$ cat config.mk
export PLATFORM = sky130hd
export DESIGN_NAME = alu_arbiter
export DESIGN_NICKNAME = d
export VERILOG_FILES = /design/src/rtl/alu_arbiter.sv
export SDC_FILE = /design/constraint.sdc
export NUM_CORES = 1
export LEC_CHECK = 0
export BUFFER_PORTS_ARGS = -buffer_cell sky130_fd_sc_hd__clkbuf_2
export CAP_MARGIN = 10
export CORE_AREA = 3 3 125 127
export DETAILED_ROUTE_END_ITERATION = 6
export DIE_AREA = 0 0 128 130
export PLACE_DENSITY = 0.73
export SYNTH_ARGS = -nofsm -noshare
export SYNTH_HDL_FRONTEND = slang
export SYNTH_SLANG_ARGS = --single-unit
$ cat constraint.sdc
create_clock -name clk -period 2.45 [get_ports clk]
set_clock_uncertainty 0.1 [all_clocks]
set_input_delay 0.245 -clock clk [delete_from_list [all_inputs] [get_ports clk]]
set_output_delay 0.245 -clock clk [all_outputs]
set_load 0.02 [all_outputs]
$ cat src/rtl/alu_arbiter.sv
// alu_arbiter: round-robin front end that lets two requesters share one
// combinational ALU. One operation in flight at a time: IDLE -> EXEC -> RESP.
module alu_arbiter #(
  parameter int WIDTH = 32
) (
  input  logic             clk,
  input  logic             reset,
  input  logic             req_valid_0,
  input  logic             req_valid_1,
  output logic             req_ready_0,
  output logic             req_ready_1,
  input  logic [WIDTH-1:0] req_a_0,
  input  logic [WIDTH-1:0] req_b_0,
  input  logic [WIDTH-1:0] req_a_1,
  input  logic [WIDTH-1:0] req_b_1,
  input  logic [2:0]       req_ctrl_0,
  input  logic [2:0]       req_ctrl_1,
  input  logic [2:0]       req_funct3_0,
  input  logic [2:0]       req_funct3_1,
  input  logic             req_funct7b5_0,
  input  logic             req_funct7b5_1,
  output logic             rsp_valid_0,
  output logic             rsp_valid_1,
  input  logic             rsp_ready_0,
  input  logic             rsp_ready_1,
  output logic [WIDTH-1:0] rsp_data_0,
  output logic [WIDTH-1:0] rsp_data_1,
  output logic             rsp_zero_0,
  output logic             rsp_zero_1,
  output logic [WIDTH-1:0] alu_a,
  output logic [WIDTH-1:0] alu_b,
  output logic [2:0]       alu_ctrl,
  output logic [2:0]       alu_funct3,
  output logic             alu_funct7b5,
  input  logic [WIDTH-1:0] alu_out,
  input  logic             alu_zero,
  output logic             busy,
  output logic             grant_id
);

  localparam logic [1:0] IDLE = 2'd0;
  localparam logic [1:0] EXEC = 2'd1;
  localparam logic [1:0] RESP = 2'd2;

  logic [1:0]       state_q, state_d;
  logic             last_q, last_d;
  logic             gid_q, gid_d;
  logic [WIDTH-1:0] a_q, a_d, b_q, b_d, res_q, res_d;
  logic [2:0]       ctrl_q, ctrl_d, f3_q, f3_d;
  logic             f7_q, f7_d, zero_q, zero_d;
  logic             any_req, grant;

  // Round-robin pick: on a tie the requester not served last wins;
  // otherwise whichever one is valid.
  always_comb begin
    any_req = req_valid_0 | req_valid_1;
    if (req_valid_0 && req_valid_1) grant = ~last_q;
    else                            grant = req_valid_1;
    req_ready_0 = (state_q == IDLE) && req_valid_0 && !grant;
    req_ready_1 = (state_q == IDLE) && req_valid_1 && grant;
  end

  // Next-state: latch the winner's fields on accept, capture the ALU in EXEC,
  // wait for the owner's rsp_ready in RESP.
  always_comb begin
    state_d = state_q;
    last_d  = last_q;
    gid_d   = gid_q;
    a_d     = a_q;
    b_d     = b_q;
    ctrl_d  = ctrl_q;
    f3_d    = f3_q;
    f7_d    = f7_q;
    res_d   = res_q;
    zero_d  = zero_q;
    case (state_q)
      IDLE: begin
        if (any_req) begin
          state_d = EXEC;
          last_d  = grant;
          gid_d   = grant;
          a_d     = grant ? req_a_1        : req_a_0;
          b_d     = grant ? req_b_1        : req_b_0;
          ctrl_d  = grant ? req_ctrl_1     : req_ctrl_0;
          f3_d    = grant ? req_funct3_1   : req_funct3_0;
          f7_d    = grant ? req_funct7b5_1 : req_funct7b5_0;
        end
      end
      EXEC: begin
        res_d   = alu_out;
        zero_d  = alu_zero;
        state_d = RESP;
      end
      RESP: begin
        if (gid_q ? rsp_ready_1 : rsp_ready_0) state_d = IDLE;
      end
      default: state_d = IDLE;
    endcase
  end

  // State and datapath registers; reset clears everything and points the
  // last grant at requester 1 so requester 0 wins the first tie.
  always_ff @(posedge clk) begin
    if (!reset) begin
      state_q <= IDLE;
      last_q  <= 1'b1;
      gid_q   <= 1'b0;
      a_q     <= '0;
      b_q     <= '0;
      ctrl_q  <= '0;
      f3_q    <= '0;
      f7_q    <= 1'b0;
      res_q   <= '0;
      zero_q  <= 1'b0;
    end else begin
      state_q <= state_d;
      last_q  <= last_d;
      gid_q   <= gid_d;
      a_q     <= a_d;
      b_q     <= b_d;
      ctrl_q  <= ctrl_d;
      f3_q    <= f3_d;
      f7_q    <= f7_d;
      res_q   <= res_d;
      zero_q  <= zero_d;
    end
  end

  // Output decode: ALU is driven only during EXEC, responses only in RESP
  // and only toward the owner; everything else reads as zero.
  always_comb begin
    busy         = (state_q != IDLE);
    grant_id     = gid_q;
    alu_a        = (state_q == EXEC) ? a_q    : '0;
    alu_b        = (state_q == EXEC) ? b_q    : '0;
    alu_ctrl     = (state_q == EXEC) ? ctrl_q : '0;
    alu_funct3   = (state_q == EXEC) ? f3_q   : '0;
    alu_funct7b5 = (state_q == EXEC) && f7_q;
    rsp_valid_0  = (state_q == RESP) && !gid_q;
    rsp_valid_1  = (state_q == RESP) && gid_q;
    rsp_data_0   = rsp_valid_0 ? res_q : '0;
    rsp_data_1   = rsp_valid_1 ? res_q : '0;
    rsp_zero_0   = rsp_valid_0 && zero_q;
    rsp_zero_1   = rsp_valid_1 && zero_q;
  end

endmodule

==> metrics.md <==
| Metric | Value |
|---|---|
| Max-Cap Viols | 0 |
| Hold crit path type | in2reg |
| Die X | 128 µm |
| Most common cell after layout, fill and taps aside | clkbuf_2 |
| Rel. slew slack | between 60% and 70% |
| Grt met1 use | 25.2% |
| CP required | 2.11 ns |
| Syn avg cell area | around 8 µm² |
| Status | completed |
| Setup CP Type | reg2out |
| Crit path time final | between 2 and 2.5 ns |
| DP Area | 7630 µm² |
| Syn. warnings | 0 |
| DR WL/cell | ~16 µm |
| Pre-antenna DRT Iters | 4 |
| Ys flop type | dfxtp_1 |
| Final worst-path cycle share | 87.8% |
| Layout cells sized above 1 | 43.0% |
| CP Cell Sequence | and2b_2 > buf_4 > and2_1 > clkbuf_2 |
| Fin area | 7900 µm² |
| Final net count | 1187 |
| Slowest cell on crit path | dfxtp_1 |
| Setup Buffers After CTS | 0 |
| PnR Total Power | 4.62 mW |
| DRT antenna net count | 0 |
| First-pass GRT wire length | 28800 µm |
| Max stage delay on crit path | 0.50 ns |
| Met2 Use GR | 38.7% |
| TritonCTS clock tree | done |
| Initial antenna violation count | 0 |
| DRC viols | 0 |
| Critical path data arrival time | 1.81 ns |
| Cell Area, Synth | 5930 µm² |
| Die Height | 130 µm |
| Htree depth | 3 |
| Mapped Cells | 723 |
| Ys async rst share | 0% |
| Number of CTS-inserted buffers | 9 |
| Core area | 14500 µm² |
| CTS Sinks | 108 |
| # rows | 44 |
| Remaining global-route overflow | 0 |
| # setup viols final | 0 |
| Setup TNS | 0 ns |
| Endpoint class of the critical path | output pin |
| Area growth syn-to-layout | 33.2% |
| Skew-Pair Late Insertion Delay | around 0.34 ns |
| Busiest layer in global routing | met2 |
| Antenna cells | 0 |
| DR vias/cell | just over 5 |
| Longest Clk Path Bufs | 2 |
| Port-buffer cells | 323 |
| Worst-Margin Slew | 0.576 ns |
| Filler cell count | 1379 |
| CTS root buf | clkbuf_16 |
| Vias | 6114 |
| RSZ-0062 raised after global routing | false |
| Final Max Tran Viols | 0 |
| Leak Pwr | between 3 and 4 nW |
| Synthesis-stage register bit count | 108 |
| Routed WL | ~19000 µm |
| Final hold violation count | 0 |
| Cell Pwr Density | 585 nW/µm² |
| Highest ir drop seen on vdd | 296 µV |
| Multi-input logic area | about 3400 µm² |
| Register area | 2160 µm² |
| GR Util met3 | 5.08% |
| Fmax | 0.465 GHz |
| Critical path peak fanout | 50 |
| Post-synth EDFFs | 0 |
| Synthesized net count | 904 |
| Register area share after synthesis | between 30% and 40% |
| Pin count of the biggest net entering global routing | 52 |
| Dpl hpwl | 14000 µm |
| Vias in the first global route | 5671 |
| I/O pins | about 320 |
| Netlist cell types | 29 |
| Die area | around 17000 µm² |
| Clock-pin slew on the worst setup and hold paths | 0.06 ns |
| Starting Density | 40.8% |
| Most frequent cells in the layout | clkbuf_2, nand2_1, and2_1 |
| GP Congestion | about 0.86 |
| GRT Total Usage | 21.6% |
| CP startpoint kind | register |
| 1st-iter DRT viols | 249 |
-- cell type report --
| class | count | area share [%] |
|---|---|---|
| multi-input cells | 541 | 42.9 |
| flip-flops and latches | 108 | 27.4 |
| repair buffers | 344 | 23.4 |
| clock buffers | 12 | 3.12 |
| well taps | 184 | 2.91 |
| clock inverters | 2 | 0.158 |
| inverters | 2 | 0.127 |
-- layer usage --
| layer | part of all wire, % | wire, µm | vias up |
|---|---|---|---|
| met5 | 0 | 0 | - |
| met4 | 1.9 | 359 | 0 |
| met3 | 7.8 | 1480 | 25 |
| met2 | 51 | 9660 | 241 |
| met1 | 39 | 7450 | 2836 |
| li1 | - | - | 3012 |
-- worst paths after layout --
path	slack [ns]	end	from	depth (start not counted)
hold / removal	0.02	res_q[12]	alu_out[12]	3
setup / recovery	0.30	alu_b[30]	state_q[0]	4
hold reg to reg	0.36	res_q[28]	res_q[28]	2
setup reg to reg	0.69	res_q[30]	state_q[0]	5
-- timing repair --
| action | in CTS | in global routing |
|---|---|---|
| hold buffers | 1 | 0 |
| gates resized for setup | 0 | 0 |
| endpoints found under the hold margin | 1 | 0 |
-- cells in the mapped netlist, types with 2 or more instances --
master / count / area share (%)
clkbuf_1: 19 / 1.2
a311oi_2: 70 / 18
a21oi_1: 105 / 8.9
buf_4: 5 / 0.63
buf_2: 38 / 3.2
and2_1: 138 / 15
buf_6: 8 / 1.5
nand2_1: 210 / 13
a21boi_1: 2 / 0.25
dfxtp_1: 108 / 36
buf_1: 2 / 0.13
-- kinds of logic (layout without fill, tap and decap cells) --
logic type             count (synthesis)  in the layout  share of synthesized area [%]
AND/OR/NAND/NOR                      359            359                           29.2
flip-flops                           108            108                           36.4
AO/OA/AOI/OAI                        181            181                           27.4
buffers and inverters                 74            360                           6.81
multiplexers                           1              1                          0.169
-- where the power goes --
part / switching [mW] / internal [mW]
clock network: 0.625 / 0.706
registers: 0.109 / 1.95
logic: 0.730 / 0.500
-- state kept, by name (all words and copies together), names as in the netlist --
signal / count
grant_id: 1
res_q: 32
f3_q: 3
b_q: 32
f7_q: 1
state_q: 2
a_q: 32
last_q: 1
zero_q: 1
ctrl_q: 3
-- through the flow --
| step | instances | setup WS, ns | hold slack [ns] | util (%) |
|---|---|---|---|---|
| after floorplan | 723 | 0.698 | 0.234 | - |
| after global placement | 1178 | 0.661 | 0.349 | 52.5 |
| after detailed placement | 1178 | 0.594 | 0.355 | 52.5 |
| after CTS | 1193 | 0.265 | 0.00193 | 54.3 |
| after global routing | 1193 | 0.163 | 0.0147 | 54.3 |
| final | 1193 | 0.298 | 0.0191 | 54.3 |
-- worst max-delay path: cells and delay by family (launching register included) --
family                 cells  cell delay, ns
DFF                        1            0.50
and+or+nand+nor            2            0.41
buffers and inverters      2            0.54
Power figures use the tool's default switching activity.
